$ cat src/rtl/csr_int_ctrl.sv
// Machine-mode CSR file with trap/mret sequencing. Produces a one-cycle
// flush strobe plus redirect target whenever a trap is entered or mret retires.
module csr_int_ctrl #(
  parameter int             CSR_AW    = 12,
  parameter int             DW        = 32,
  parameter logic [DW-1:0]  MTVEC_RST = '0
) (
  input  logic              clk_i,
  input  logic              rst_i,
  input  logic              csr_we_i,
  input  logic [CSR_AW-1:0] csr_waddr_i,
  input  logic [DW-1:0]     csr_wdata_i,
  input  logic [CSR_AW-1:0] csr_raddr_i,
  output logic [DW-1:0]     csr_rdata_o,
  input  logic              ecall_i,
  input  logic              mret_i,
  input  logic [DW-1:0]     inst_addr_i,
  input  logic              ext_irq_i,
  input  logic              timer_irq_i,
  output logic              flush_int_o,
  output logic [DW-1:0]     int_addr_o
);

  localparam logic [CSR_AW-1:0] A_MSTATUS  = CSR_AW'(12'h300);
  localparam logic [CSR_AW-1:0] A_MIE      = CSR_AW'(12'h304);
  localparam logic [CSR_AW-1:0] A_MTVEC    = CSR_AW'(12'h305);
  localparam logic [CSR_AW-1:0] A_MSCRATCH = CSR_AW'(12'h340);
  localparam logic [CSR_AW-1:0] A_MEPC     = CSR_AW'(12'h341);
  localparam logic [CSR_AW-1:0] A_MCAUSE   = CSR_AW'(12'h342);
  localparam logic [CSR_AW-1:0] A_MIP      = CSR_AW'(12'h344);

  localparam logic [DW-1:0] MSTATUS_MASK = DW'(32'h0000_0088);
  localparam logic [DW-1:0] MIE_MASK     = DW'(32'h0000_0880);
  localparam logic [DW-1:0] CAUSE_ECALL  = DW'(32'd11);
  localparam logic [DW-1:0] CAUSE_EXT    = DW'(32'h8000_000B);
  localparam logic [DW-1:0] CAUSE_TMR    = DW'(32'h8000_0007);

  typedef enum logic {IDLE, FLUSH} state_e;

  state_e          state_q, state_d;
  logic            st_mie_q, st_mie_d, st_mpie_q, st_mpie_d;
  logic            mtie_q, mtie_d, meie_q, meie_d;
  logic [DW-1:0]   mtvec_q, mtvec_d, mscratch_q, mscratch_d;
  logic [DW-1:0]   mepc_q, mepc_d, mcause_q, mcause_d;
  logic [DW-1:0]   int_addr_q, int_addr_d;
  logic [DW-1:0]   mstatus_rd, mie_rd, mip_rd;
  logic            irq_ext, irq_tmr;

  always_comb begin
    mstatus_rd     = '0;
    mstatus_rd[3]  = st_mie_q;
    mstatus_rd[7]  = st_mpie_q;
    mie_rd         = '0;
    mie_rd[7]      = mtie_q;
    mie_rd[11]     = meie_q;
    mip_rd         = '0;
    mip_rd[7]      = timer_irq_i;
    mip_rd[11]     = ext_irq_i;
  end

  // Read port bypasses the in-flight WB write so decode never sees stale data;
  // mip is read-only so it never takes the bypass.
  always_comb begin
    csr_rdata_o = '0;
    case (csr_raddr_i)
      A_MSTATUS:  csr_rdata_o = mstatus_rd;
      A_MIE:      csr_rdata_o = mie_rd;
      A_MTVEC:    csr_rdata_o = mtvec_q;
      A_MSCRATCH: csr_rdata_o = mscratch_q;
      A_MEPC:     csr_rdata_o = mepc_q;
      A_MCAUSE:   csr_rdata_o = mcause_q;
      A_MIP:      csr_rdata_o = mip_rd;
      default:    csr_rdata_o = '0;
    endcase
    if (csr_we_i && (csr_waddr_i == csr_raddr_i)) begin
      case (csr_waddr_i)
        A_MSTATUS: csr_rdata_o = csr_wdata_i & MSTATUS_MASK;
        A_MIE:     csr_rdata_o = csr_wdata_i & MIE_MASK;
        A_MTVEC, A_MSCRATCH, A_MEPC, A_MCAUSE: csr_rdata_o = csr_wdata_i;
        default: ;
      endcase
    end
  end

  assign irq_ext = st_mie_q & ext_irq_i   & meie_q;
  assign irq_tmr = st_mie_q & timer_irq_i & mtie_q;

  always_comb begin
    state_d    = IDLE;
    st_mie_d   = st_mie_q;
    st_mpie_d  = st_mpie_q;
    mtie_d     = mtie_q;
    meie_d     = meie_q;
    mtvec_d    = mtvec_q;
    mscratch_d = mscratch_q;
    mepc_d     = mepc_q;
    mcause_d   = mcause_q;
    int_addr_d = int_addr_q;

    if (csr_we_i) begin
      case (csr_waddr_i)
        A_MSTATUS: begin
          st_mie_d  = csr_wdata_i[3];
          st_mpie_d = csr_wdata_i[7];
        end
        A_MIE: begin
          mtie_d = csr_wdata_i[7];
          meie_d = csr_wdata_i[11];
        end
        A_MTVEC:    mtvec_d    = csr_wdata_i;
        A_MSCRATCH: mscratch_d = csr_wdata_i;
        A_MEPC:     mepc_d     = csr_wdata_i;
        A_MCAUSE:   mcause_d   = csr_wdata_i;
        default: ;
      endcase
    end

    // Trap/mret updates come after the WB write so they win on a collision.
    if (state_q == IDLE) begin
      if (mret_i) begin
        st_mie_d   = st_mpie_q;
        st_mpie_d  = 1'b1;
        int_addr_d = mepc_q;
        state_d    = FLUSH;
      end else if (ecall_i || irq_ext || irq_tmr) begin
        mepc_d     = inst_addr_i;
        mcause_d   = ecall_i ? CAUSE_ECALL : (irq_ext ? CAUSE_EXT : CAUSE_TMR);
        st_mpie_d  = st_mie_q;
        st_mie_d   = 1'b0;
        int_addr_d = {mtvec_q[DW-1:2], 2'b00};
        state_d    = FLUSH;
      end
    end
  end

  always_ff @(posedge clk_i or posedge rst_i) begin
    if (rst_i) begin
      state_q    <= IDLE;
      st_mie_q   <= 1'b0;
      st_mpie_q  <= 1'b0;
      mtie_q     <= 1'b0;
      meie_q     <= 1'b0;
      mtvec_q    <= MTVEC_RST;
      mscratch_q <= '0;
      mepc_q     <= '0;
      mcause_q   <= '0;
      int_addr_q <= '0;
    end else begin
      state_q    <= state_d;
      st_mie_q   <= st_mie_d;
      st_mpie_q  <= st_mpie_d;
      mtie_q     <= mtie_d;
      meie_q     <= meie_d;
      mtvec_q    <= mtvec_d;
      mscratch_q <= mscratch_d;
      mepc_q     <= mepc_d;
      mcause_q   <= mcause_d;
      int_addr_q <= int_addr_d;
    end
  end

  assign flush_int_o = (state_q == FLUSH);
  assign int_addr_o  = int_addr_q;

endmodule

$ cat config.mk
export PLATFORM = sky130hd
export DESIGN_NAME = csr_int_ctrl
export DESIGN_NICKNAME = d
export VERILOG_FILES = /design/src/rtl/csr_int_ctrl.sv
export SDC_FILE = /design/constraint.sdc
export NUM_CORES = 1
export LEC_CHECK = 0
export BUFFER_PORTS_ARGS = -buffer_cell sky130_fd_sc_hd__clkbuf_2
export CAP_MARGIN = 0
export CORE_MARGIN = 1.5
export CORE_UTILIZATION = 55
export CTS_CLUSTER_SIZE = 20
export DETAILED_ROUTE_END_ITERATION = 8
export GPL_TIMING_DRIVEN = 0
export PLACE_DENSITY_LB_ADDON = 0.15
export SYNTH_ARGS = -nofsm -noshare
export SYNTH_HDL_FRONTEND = slang
export SYNTH_SLANG_ARGS = --single-unit
export TNS_END_PERCENT = 1
$ cat constraint.sdc
create_clock -name clk_i -period 9.65 [get_ports clk_i]
set_input_delay 1.93 -clock clk_i [delete_from_list [all_inputs] [get_ports clk_i]]
set_output_delay 1.93 -clock clk_i [all_outputs]
set_load 0.03 [all_outputs]
Yosys cells after proc, flatten, opt, wreduce, memory -nomap -nowiden
Index checks and enable logic that the tools add are counted.
Widths: inputs -> output; s select.
- reductions and logical operators: 9
- muxes and demuxes: 30
- add/subtract/negate cells: 0
- multiply operators: 0
- div/mod/pow operators: 0
- shifts and indexed selects: 0
- order comparisons: 0
- bitwise gates (word level): 5
- equal/unequal tests: 14
- operators by type and width (operator ; number):
    $mux 32 ; 14
    $pmux 32 s7 ; 1
    $eq 12x10->1 const B ; 13
    $pmux 32 s3 ; 1
    $mux 1 ; 13
    $eq 12x12->1 ; 1
    $reduce_and 2->1 ; 4
    $and 1x1->1 ; 4
    $mux 4 ; 1
    $reduce_or 4->1 ; 1
    $logic_or 1x1->1 ; 2
    $reduce_bool 2->1 ; 1
    $logic_and 1x1->1 ; 1
    $not 1->1 ; 1
- logic and storage cells: 68
- input bits: 95
- output and inout port bits: 65
- bits in latches: 0
- memories: 0
- memory bits (writable): 0
- bits in registers: 165
- bits in read-only memories: 0

Depth between registers and ports, before layout
- depth after elaboration: 7
- gate-level depth with buffers: 8
- depth with buffers taken out: 5

Worst setup path after synthesis
No wires, ideal clock.
- path kind: input to output
- start: input csr_raddr_i[0]
- end: output csr_rdata_o[7]
- path slack: 4.022 ns
- data arrival time: 3.698 ns
- stages on the path: 8
- path buffers: 3
- cell sequence: clkbuf_1 -> nor2b_1 -> clkbuf_1 -> buf_2 -> a31oi_1 -> a21oi_1 -> a31oi_1 -> o31ai_1
- cells in the longest elaborated chain, start to end: 4
- RTL lines (item ; RTL line ; text):
    start, declared ; 13 ; input logic [CSR_AW-1:0] csr_raddr_i,
    $eq 12x10->1 ; 65 ; case (csr_raddr_i)
    $pmux 32 s7 ; 65 ;
    $pmux 32 s3 ; 76 ; case (csr_waddr_i)
    $mux 32 * ; 75 ; if (csr_we_i && (csr_waddr_i == csr_raddr_i)) begin
    end, declared ; 14 ; output logic [DW-1:0] csr_rdata_o,
Mark *: on every way between the ends. The rest lies on a longest branch, timed or not.

Worst setup path in the final report
- start: input csr_raddr_i[3]
- end: output csr_rdata_o[21]
Same word-level chain as after synthesis.

==> run metrics <==
outcome=completed; hpwl dp=16090 µm; Placer Congestion=0.8802; Fin Hold WS=488.3 ps; worst skew pair latency=430 ps; Core Footprint=0.01520 mm²; DIE AREA=0.01638 mm²; GRT Util Overall=30.58%; residual antenna-violating net count after detailed routing=0; P_leak=5.434 nW; Post-synth EDFFs=0; skew final=6.884 ps; Final min period=6188 ps; DRT iter0 DRCs=524; pins over their slew limit=0; syn_nets=893; CTS Hold Bufs=0; placed cell area=0.009644 mm²; Final Hold Fails=0; CTS Buf Count=17; period utilisation layout=64.12%; cell count after synthesis=798; clock tree root driver cell=clkbuf_16; Crit path max-delay family=simple AND/OR/NAND/NOR gates; HP Start=mscratch_q[7]; TNS Setup=0 ps; FFs w/ async S/R, synth=100.0%; final WL=23920 µm; Area growth syn-to-layout=19.77%; Synth top area share=48.05%; RSZ-0062 raised after global routing=false; Die Y-Extent=128.0 µm; CP Max Fanout=10; cell row count=45; chip width=128.0 µm; CP startpoint kind=input port; crit-path cells=clkbuf_2, or4_1, nor3_1, clkbuf_1, a22o_1, a22o_1, clkbuf_2; # Post-CTS Setup Buffers=0; CTS resizes=0; syn avg cell area=10.77 µm²; cell area after synthesis=0.008593 mm²; worst r2r src=meie_q; ANT cells=0; critical path class=input port to primary output; fin nets=1069; routed len/inst=20.35 µm; CP Launch Point=csr_raddr_i[3]; Max Cap Violations=0; Sink Count=165; Distinct cells, synth=47; Port Buf Inserts=156; largest net degree at the start of global routing=94; largest cells by area after synthesis=dfrtp_1, mux2i_1, mux2_2; clock slew at reported path FFs=60 ps; post-route cell area=0.01029 mm²; Clock Path Buffers=2; GR Overflow Total=0; CP Capture Type=primary output; Req. time, crit path=7720 ps; setup violators final=0; achievable frequency=0.1616 GHz; vias in the first global route=6927; routed vias/inst=5.963; TritonCTS clock tree=built; ys flop type=dfrtp_1; global-route wire length before repair=37840 µm; CP peak stage delay=640 ps; power per cell area=177.9 mW/mm²; VDD IR max=0.1383 mV; crit path DAT=4260 ps; initial core utilization=56.53%; #FFs+latches synth=165; buffers and inverters on the worst path=3; antenna violations before repair=0; Slew headroom=34.85%; slowest cell on the critical path=or4_1; FILL cells=1241; DRT Pass-1 Iters=5; DR vias=7007; Min-Delay Path Class=flip-flop to flip-flop; Synth warnings=0; Synth area leader=dfrtp_1; htree depth=4; sequential element share of the synthesized area=48.05%; share of cells above drive strength 1=28.67%; I/O pin count=160; Post-route DRC=0; worst-margin pin slew=969.2 ps
==> area by class of cell <==
| class | count | area (µm²) | area share, % |
|---|---|---|---|
| clock inverters | 13 | 195.2 | 1.896 |
| inverters | 8 | 37.54 | 0.3647 |
| multi-input cells | 561 | 4129 | 40.12 |
| flip-flops and latches | 165 | 4129 | 40.12 |
| plain buffers | 64 | 305.3 | 2.966 |
| well taps | 188 | 235.2 | 2.285 |
| clock buffers | 19 | 452.9 | 4.401 |
| repair buffers | 157 | 808.3 | 7.853 |
==> final timing paths <==
path / slack (ps) / cells after the start / to
max in group asynchronous: 7290 / 3 / int_addr_o[14]
worst max-delay path: 3460 / 7 / csr_rdata_o[21]
worst min register to register: 490 / 1 / mscratch_q[7]
worst min-delay path: 490 / 1 / mscratch_q[7]
min in group asynchronous: 1540 / 2 / mcause_q[1]
worst max register to register: 7300 / 6 / int_addr_o[18]
==> cell families (layout without fill, tap and decap cells) <==
logic type,Yosys count,count (layout),share of synthesized area (%)
multiplexers,197,197,23.94
AO/OA/AOI/OAI,181,181,13.63
AND/OR/NAND/NOR,170,170,9.144
flip-flops,165,165,48.05
buffers and inverters,72,261,3.902
XOR/XNOR,12,12,1.223
adder cells (fa/ha/maj),1,1,0.1165
==> through the flow <==
| step | util, % | total power, mW | cells | worst slack, ps |
|---|---|---|---|---|
| final | 67.70 | 1.831 | 1175 | 3462 |
| after global routing | 67.70 | 1.908 | 1175 | 3299 |
| after CTS | 67.70 | 1.839 | 1175 | 3510 |
| after detailed placement | 63.44 | 1.100 | 1143 | 3486 |
| after global placement | 63.21 | 1.094 | 1142 | 1336 |
| after floorplan | - | 0.9897 | 798 | 3258 |
==> cells in the mapped netlist, types with 3 or more instances <==
master / instances
a21oi_1: 40
a22o_1: 60
a31oi_1: 3
buf_1: 4
buf_2: 25
buf_6: 4
clkbuf_1: 30
dfrtp_1: 165
inv_1: 8
mux2_1: 11
mux2_2: 57
mux2i_1: 129
nand2_1: 69
nand2b_1: 4
nand4_1: 5
nor2_1: 64
nor2b_1: 3
nor3_1: 3
nor4_2: 3
nor4b_1: 3
o21ai_0: 58
o21ai_1: 8
or4_1: 3
xnor2_1: 12
==> worst register-to-register path: stages, from the launching register on <==
cell and delay (ps):
dfrtp_1 390, a22o_1 160, a21oi_1 90, a21oi_1 300
clkbuf_1 520, buf_1 580, a21oi_1 160
==> power by group <==
group / internal, mW / leakage (nW) / switching (mW)
clock network: 0.451 / 0.312 / 0.291
logic: 0.0976 / 2.95 / 0.192
registers: 0.755 / 2.17 / 0.0450
total: 1.30 / 5.43 / 0.527
==> layout by cell type (no fill, tap or decap), drive strengths merged, types with 4 or more instances in the layout <==
| cell type | count |
|---|---|
| a22o | 60 |
| a21oi | 40 |
| mux2i | 129 |
| inv | 11 |
| nor3 | 5 |
| bufinv | 4 |
| clkinv | 4 |
| clkbuf | 205 |
| o21ai | 66 |
| nand2 | 69 |
| dfrtp | 165 |
| mux2 | 68 |
| buf | 35 |
| nor2 | 64 |
| nand2b | 4 |
| nand4 | 5 |
| xnor2 | 12 |
==> sequential cells by signal, summed over array words and instances, names as in the netlist <==
name,flops
flush_int_o,1
mtie_q,1
st_mpie_q,1
mcause_q,32
int_addr_o,32
st_mie_q,1
mtvec_q,32
mepc_q,32
meie_q,1
mscratch_q,32
==> layer usage <==
metal,wire length [µm],vias to the layer above,global-route usage [%]
li1,-,3235,-
met3,1382,39,6.093
met1,10490,3467,40.89
met5,0,-,0
met4,560,0,11.17
met2,11480,266,49.72
Note: power is estimated with default switching activity, not from simulation.
